==> config.mk <==
export PLATFORM = sky130hd
export DESIGN_NAME = fan_tach_monitor
export DESIGN_NICKNAME = d
export VERILOG_FILES = /design/src/rtl/fan_tach_pkg.sv /design/src/rtl/fan_tach_channel.sv /design/src/rtl/fan_tach_monitor.sv
export SDC_FILE = /design/constraint.sdc
export NUM_CORES = 1
export LEC_CHECK = 0
export ABC_AREA = 1
export BUFFER_PORTS_ARGS = -buffer_cell sky130_fd_sc_hd__buf_2
export CAP_MARGIN = 20
export CORE_MARGIN = 2
export CORE_UTILIZATION = 51
export DETAILED_ROUTE_END_ITERATION = 10
export PLACE_DENSITY = 0.73
export SLEW_MARGIN = 10
export SYNTH_ARGS = -nofsm -noshare
export SYNTH_HDL_FRONTEND = slang
export SYNTH_HIERARCHICAL = 1
export SYNTH_SLANG_ARGS = --single-unit
export TNS_END_PERCENT = 5
==> constraint.sdc <==
create_clock -name SlowClock -period 1.87 [get_ports SlowClock]
set_input_delay 0.374 -clock SlowClock [delete_from_list [all_inputs] [get_ports SlowClock]]
set_output_delay 0.374 -clock SlowClock [all_outputs]
set_load 0.01 [all_outputs]
==> src/rtl/fan_tach_pkg.sv <==
// Shared fan tach constants and field helper, also used by the Fan LED path
// and the register decode.
package fan_tach_pkg;

    localparam int FAN_NUM_FANS       = 4;
    localparam int FAN_CNT_W          = 8;
    localparam int FAN_WINDOW_STROBES = 64;
    localparam int FAN_MIN_PULSES     = 20;
    localparam int FAN_FAIL_WINDOWS   = 3;
    localparam int FAN_SPINUP_WINDOWS = 4;
    localparam int FAN_SYNC_STAGES    = 3;

    // LSB of fan's count field in a flattened TachCount vector.
    function automatic int tachLsb(input int fan, input int cntW);
        return fan * cntW;
    endfunction

endpackage

==> src/rtl/fan_tach_channel.sv <==
// One fan: input synchronizer, rising-edge detect, saturating pulse count,
// bad-window streak and fail flag.
module fan_tach_channel
    import fan_tach_pkg::*;
#(
    parameter int CNT_W        = FAN_CNT_W,
    parameter int MIN_PULSES   = FAN_MIN_PULSES,
    parameter int FAIL_WINDOWS = FAN_FAIL_WINDOWS
) (
    input  logic             SlowClock,
    input  logic             ResetN,
    input  logic             FanTach,
    input  logic             FanEnable,
    input  logic             WindowEnd,
    input  logic             SpinupActive,
    output logic [CNT_W-1:0] TachCount,
    output logic             FanFail
);

    localparam int                  STREAK_W   = $clog2(FAIL_WINDOWS + 1);
    localparam logic [CNT_W-1:0]    CNT_MAX    = '1;
    localparam logic [CNT_W-1:0]    MIN_CNT    = CNT_W'(MIN_PULSES);
    localparam logic [STREAK_W-1:0] STREAK_MAX = STREAK_W'(FAIL_WINDOWS);

    logic [FAN_SYNC_STAGES-1:0] syncPipe;
    logic                       tachRise;
    logic [CNT_W-1:0]           pulseCnt;
    logic [CNT_W-1:0]           finalCnt;
    logic [STREAK_W-1:0]        streak;
    logic [STREAK_W-1:0]        streakNext;
    logic                       underSpeed;

    // Two sync flops plus a history flop; no glitch filtering.
    always_ff @(posedge SlowClock or negedge ResetN) begin
        if (!ResetN) syncPipe <= '0;
        else         syncPipe <= {syncPipe[FAN_SYNC_STAGES-2:0], FanTach};
    end

    assign tachRise = syncPipe[FAN_SYNC_STAGES-2] & ~syncPipe[FAN_SYNC_STAGES-1];

    // An edge landing in the WindowEnd cycle belongs to the closing window.
    always_comb begin
        finalCnt = pulseCnt;
        if (tachRise && (pulseCnt != CNT_MAX)) finalCnt = pulseCnt + CNT_W'(1);
    end

    assign underSpeed = (finalCnt < MIN_CNT);
    assign streakNext = (streak == STREAK_MAX) ? STREAK_MAX : streak + STREAK_W'(1);

    always_ff @(posedge SlowClock or negedge ResetN) begin
        if (!ResetN) begin
            pulseCnt  <= '0;
            TachCount <= '0;
        end else if (WindowEnd) begin
            pulseCnt  <= '0;
            TachCount <= finalCnt;
        end else begin
            pulseCnt  <= finalCnt;
        end
    end

    // Fail is only ever set with the streak saturated, so a saturated
    // under-speed window keeps an existing fail asserted.
    always_ff @(posedge SlowClock or negedge ResetN) begin
        if (!ResetN) begin
            streak  <= '0;
            FanFail <= 1'b0;
        end else if (!FanEnable) begin
            streak  <= '0;
            FanFail <= 1'b0;
        end else if (WindowEnd) begin
            if (underSpeed) begin
                streak  <= streakNext;
                FanFail <= (streakNext == STREAK_MAX) && !SpinupActive;
            end else begin
                streak  <= '0;
                FanFail <= 1'b0;
            end
        end
    end

endmodule

==> src/rtl/fan_tach_monitor.sv <==
// Per-fan tach rate monitor: window timing, spin-up blanking, count readback
// and the aggregated Beep to the Fan LED block.
module fan_tach_monitor
    import fan_tach_pkg::*;
#(
    parameter int NUM_FANS       = FAN_NUM_FANS,
    parameter int CNT_W          = FAN_CNT_W,
    parameter int WINDOW_STROBES = FAN_WINDOW_STROBES,
    parameter int MIN_PULSES     = FAN_MIN_PULSES,
    parameter int FAIL_WINDOWS   = FAN_FAIL_WINDOWS,
    parameter int SPINUP_WINDOWS = FAN_SPINUP_WINDOWS
) (
    input  logic                      SlowClock,
    input  logic                      ResetN,
    input  logic                      Strobe16ms,
    input  logic [NUM_FANS-1:0]       FanTach,
    input  logic [NUM_FANS-1:0]       FanEnable,
    output logic [NUM_FANS*CNT_W-1:0] TachCount,
    output logic                      CountValid,
    output logic [NUM_FANS-1:0]       FanFailVec,
    output logic                      Beep
);

    localparam int                WIN_W     = (WINDOW_STROBES > 1) ? $clog2(WINDOW_STROBES) : 1;
    localparam int                SPIN_W    = (SPINUP_WINDOWS > 0) ? $clog2(SPINUP_WINDOWS + 1) : 1;
    localparam logic [WIN_W-1:0]  WIN_LAST  = WIN_W'(WINDOW_STROBES - 1);
    localparam logic [SPIN_W-1:0] SPIN_INIT = SPIN_W'(SPINUP_WINDOWS);

    logic [WIN_W-1:0]  windowCnt;
    logic [SPIN_W-1:0] spinupCnt;
    logic              windowEnd;
    logic              spinupActive;

    assign windowEnd    = Strobe16ms && (windowCnt == WIN_LAST);
    assign spinupActive = (spinupCnt != '0);

    always_ff @(posedge SlowClock or negedge ResetN) begin
        if (!ResetN)         windowCnt <= '0;
        else if (windowEnd)  windowCnt <= '0;
        else if (Strobe16ms) windowCnt <= windowCnt + WIN_W'(1);
    end

    // Spin-up is sampled before its decrement, so the WindowEnd that takes it
    // to zero is still blanked.
    always_ff @(posedge SlowClock or negedge ResetN) begin
        if (!ResetN)                        spinupCnt <= SPIN_INIT;
        else if (windowEnd && spinupActive) spinupCnt <= spinupCnt - SPIN_W'(1);
    end

    always_ff @(posedge SlowClock or negedge ResetN) begin
        if (!ResetN) begin
            CountValid <= 1'b0;
            Beep       <= 1'b0;
        end else begin
            CountValid <= windowEnd;
            Beep       <= |FanFailVec;
        end
    end

    for (genvar g = 0; g < NUM_FANS; g++) begin : gChan
        fan_tach_channel #(
            .CNT_W        (CNT_W),
            .MIN_PULSES   (MIN_PULSES),
            .FAIL_WINDOWS (FAIL_WINDOWS)
        ) uChan (
            .SlowClock    (SlowClock),
            .ResetN       (ResetN),
            .FanTach      (FanTach[g]),
            .FanEnable    (FanEnable[g]),
            .WindowEnd    (windowEnd),
            .SpinupActive (spinupActive),
            .TachCount    (TachCount[tachLsb(g, CNT_W) +: CNT_W]),
            .FanFail      (FanFailVec[g])
        );
    end

endmodule

Word level (Yosys, flattened, before mapping) --
Cells that the tools add are included.
Storage, ports and cells: bits of input ports 11, register bits 99
Cells by class: bitwise logic cells 8, muxes and demuxes 38, reduce and logical (&&, ||, !) cells 14, equal/unequal tests 17, $add $sub $neg 10, magnitude comparators 4
Operators with widths (number):
- $mux 8 | 8
- $add 8x1->8 const B | 4
- $lt 8x5->1 const B | 4
- $mux 2 | 16
- $ne 8x8->1 const B | 4
- $eq 2x2->1 const B | 8
- $mux 1 | 12
- $mux 6 | 2
- $logic_and 1x1->1 | 10
- $add 2x1->2 const B | 4
- $ne 2x1->1 const B | 4
- $add 6x1->6 const B | 1
- $eq 6x6->1 const B | 1
- $and 1x1->1 | 4
- $not 1->1 | 4
- $reduce_or 4->1 | 1
- $reduce_bool 3->1 | 1
- $sub 3x1->3 const B | 1
- $reduce_bool 2->1 | 1
- $logic_not 1->1 | 1

Longest topological paths before layout --
depth after elaboration 8, depth in mapped cells 12

Cells and area by module --
The synthesis kept the hierarchy.
By module, submodules not included:
- fan_tach_channel | instances 4, area an instance 1073.5 um^2, seq. area each 550.5 um^2, cells each 132
- fan_tach_monitor | instances 1, area an instance 583.1 um^2, seq. area each 276.5 um^2, cells each 77

Worst setup path before layout --
No wires, ideal clock.
path type reg2reg, start point register windowCnt[0], end point register gChan[0].uChan.TachCount[1], period minus slack after synthesis 1555 ps, required time 1743 ps, stages on the path, launching flop included 8, buffers on the path 1, path slack 315 ps, data arrival time 1428 ps, cells stage by stage dfrtp_1 > ha_1 > nand3_2 > nor2_4 > inv_1 > buf_1 > nand2_1 > o21ai_0
On the way: cells in the longest elaborated chain, start to end 2
RTL lines:
- start: declaration | RTL line fan_tach_monitor.sv:29 | logic [WIN_W-1:0] windowCnt;
- start signal: assignment | RTL line fan_tach_monitor.sv:40 | else if (Strobe16ms) windowCnt <= windowCnt + WIN_W'(1);
- $eq 6x6->1 | RTL line fan_tach_monitor.sv:34 | assign windowEnd = Strobe16ms && (windowCnt == WIN_LAST);
- $logic_and 1x1->1 | RTL line fan_tach_monitor.sv:34
- net windowEnd | RTL line fan_tach_monitor.sv:31 | logic windowEnd;
- end signal: assignment | RTL line fan_tach_channel.sv:56 | TachCount <= finalCnt;
- end: declaration | RTL line fan_tach_channel.sv:16 | output logic [CNT_W-1:0] TachCount,
The timed path passes the listed nets, and every way through them passes these cells. A chain may end at the register's enable or synchronous reset.

Worst setup path after layout --
start point register windowCnt[0], end point register gChan[1].uChan.FanFail
On the way: cells in the longest elaborated chain, start to end 3
RTL lines:
- $eq 6x6->1 | RTL line fan_tach_monitor.sv:34
- $logic_and 1x1->1 | RTL line fan_tach_monitor.sv:34
- net windowEnd | RTL line fan_tach_monitor.sv:31
- $ne 2x1->1 (no line)
- end signal: assignment | RTL line fan_tach_channel.sv:74 | FanFail <= (streakNext == STREAK_MAX) && !SpinupActive;
- end: declaration | RTL line fan_tach_channel.sv:17 | output logic FanFail
The timed path passes the listed nets, and every way through them passes these cells.

==> impl_metrics.tcl <==
set metrics [dict create \
    drc 0 \
    ys_warn_count 6 \
    cp-start-kind "flip-flop" \
    die_y_um 102 \
    p_per_area_mw_per_mm2 1440 \
    cts-resized-gates 0 \
    synth_area_per_cell_um2 8.06 \
    n_antenna_cell 0 \
    io_pins 49 \
    cts_max_path_buffers 2 \
    holdWs_ps 108 \
    setup_viol 0 \
    drive_above_1_share_pct 21.0 \
    grt_start_max_net_pins 32 \
    synth-seq-cells 99 \
    die_x_um 102 \
    synth_fp_nets 623 \
    tightest_slew_ps 428 \
    fp.coreArea_mm2 0.00924 \
    final-hold-violation-count 0 \
    slowest_delay_ps 420 \
    critPathCaptureType "flip-flop" \
    crit_slowest_cell "dfrtp_1" \
    dp_hpwl_mm 7.04 \
    clock_latency_ps 370 \
    layout_common_cells "nand2_1 (178), dfrtp_1 (98), inv_1 (66), nor2_1 (58), buf_2 (47)" \
    track_usage_pct 20.2 \
    synthCells 605 \
    antenna_found_initial 0 \
    grt_pass1_wl_mm 16.5 \
    max_slew_margin_pct 71.5 \
    rsz0062_at_grt "false" \
    postPlaceCellArea_mm2 0.00535 \
    htreeDepth 3 \
    fin_nets 683 \
    rows 35 \
    io_buffers 48 \
    grt-ovfl-total 0 \
    start_util_pct 52.8 \
    ys_seq_area_share_pct 50.8 \
    antenna_left 0 \
    tns_ps 0 \
    syn_to_final_growth_pct 14.3 \
    design_area_mm2 0.00558 \
    cts_buffers 9 \
    clock-sinks 99 \
    critPathMostFrequentCell "nand2_1" \
    ctsRootBufferMaster "clkbuf_8" \
    firstDrtPassIters 4 \
    drv_cap 0 \
    crit_chain "ha_1, nand3_2, nor2_4, buf_12, nand2_1, nor3_1, nand4_1, nand2_1" \
    post-route-util_pct 60.4 \
    dieArea_mm2 0.0104 \
    wl_mm 9.50 \
    crit_required_ps 2180 \
    final_common_cell "nand2_1" \
    vias_per_cell 4.93 \
    outcome "complete, no violations" \
    final.period_utilization_pct 90.6 \
    vias 3938 \
    ys_types 24 \
    skew_ps 9.73 \
    synth_area_mm2 0.00488 \
    gp_congestion 0.799 \
    slew_viol_final 0 \
    max_freq_ghz 0.590 \
    routedWlPerCell_um 11.9 \
    arrival_ps 2000 \
    drt_iter0_drc 220 \
    min_period_ps 1690 \
    grt_pass1_vias 3765 \
    critical_path.max_fanout 20 \
    clkTransAtPathRegs_ps 100 \
    cts_tree "built" \
    criticalPathCategory "flip-flop to flip-flop" \
    leakagePower_uw 0.00293 \
    hp-class "primary input to flip-flop" \
    ir_worst_vdd_uv 752 \
]
state kept, by name (all words and copies together) (netlist names):
| name | flops |
|---|---|
| gChan.uChan/TachCount | 32 |
| gChan.uChan/pulseCnt | 32 |
| gChan.uChan/syncPipe | 12 |
| gChan.uChan/streak | 8 |
| windowCnt | 6 |
| gChan.uChan/FanFail | 4 |
| spinupCnt | 3 |
| Beep | 1 |
| CountValid | 1 |
kinds of logic (layout without fill, tap and decap cells):
group,Yosys count,after routing,share of synthesized area [%]
simple gates,337,337,31.7
flops,99,99,50.8
xor+xnor,12,12,2.15
compound gates,60,60,6.36
buf+inv,90,155,7.13
fa+ha+maj,7,7,1.80
Yosys cell counts:
library cell | instances | area share (%)
nor3_1 | 5 | 0.51
nand2_2 | 32 | 4.1
nor2_2 | 8 | 1.0
nor2_4 | 9 | 2.1
nor2_1 | 58 | 4.5
dfrtp_1 | 98 | 50
buf_1 | 4 | 0.31
inv_4 | 4 | 0.51
inv_2 | 12 | 0.92
o21ai_1 | 24 | 2.5
nand2_1 | 178 | 14
ha_1 | 7 | 1.8
nand3_2 | 1 | 0.21
inv_1 | 66 | 5.1
o21bai_1 | 2 | 0.31
a21oi_1 | 13 | 1.3
o21ai_0 | 17 | 1.7
nand3_1 | 26 | 2.7
dfstp_2 | 1 | 0.54
xor2_1 | 12 | 2.2
nand2_4 | 4 | 0.92
a31oi_1 | 4 | 0.51
nand4_1 | 16 | 2.1
clkbuf_1 | 4 | 0.31
final cells by class:
| class | count | area, um2 |
|---|---|---|
| Clock buffer | 11 | 131 |
| Clock inverter | 5 | 86.3 |
| Tap cell | 129 | 161 |
| Fill cell | 805 | 3660 |
| Timing Repair Buffer | 57 | 350 |
| Multi-Input combinational cell | 416 | 2050 |
| Sequential cell | 99 | 2480 |
| Inverter | 82 | 318 |
per-stage QoR:
step	power [uW]	cells	setup WS [ps]
6_report	8040	799	176
5_1_grt	8740	799	6.98
4_1_cts	8100	799	175
3_5_place_dp	6580	782	192
3_3_place_gp	6440	782	277
2_1_floorplan	5650	605	315
critical path, delay by kind of cell (launching register included):
family / cells / cell delay (ps)
and+or+nand+nor: 6 / 800
DFF: 1 / 420
adders and majority gates: 1 / 210
buffers and inverters: 1 / 190
final timing paths:
check / startpoint / endpoint / slack (ps) / cells past startpoint
setup / recovery: windowCnt[0] / gChan[1].uChan/FanFail / 180 / 8
max in group asynchronous: ResetN / gChan[3].uChan/pulseCnt[6] / 740 / 3
hold / removal: FanTach[3] / gChan[3].uChan/syncPipe[0] / 110 / 1
hold reg to reg: gChan[3].uChan/syncPipe[0] / gChan[3].uChan/syncPipe[1] / 350 / 0
min in group asynchronous: ResetN / gChan[0].uChan/pulseCnt[2] / 480 / 2
setup reg to reg: windowCnt[0] / gChan[1].uChan/FanFail / 180 / 8
power breakdown:
group | switching (uW) | leakage [uW] | internal [uW]
clock | 738 | 0.000108 | 765
sequential | 618 | 0.00123 | 2850
combinational | 1920 | 0.00159 | 1150
metal layers:
metal  routed length [um]  vias to the layer above  GRT usage [%]
li1                     -                     2007              -
met1                 4440                     1839           26.5
met2                 4570                       74           33.6
met3                  332                       18           3.45
met4                  164                        0           7.90
met5                    0                        -              0
timing repair:
action	in CTS	in global routing
buffers inserted	0	0
endpoints found under the hold margin	27	0
hold buffers	1	0
endpoints found under the setup margin	0	7
(Power assumes the default switching activity.)
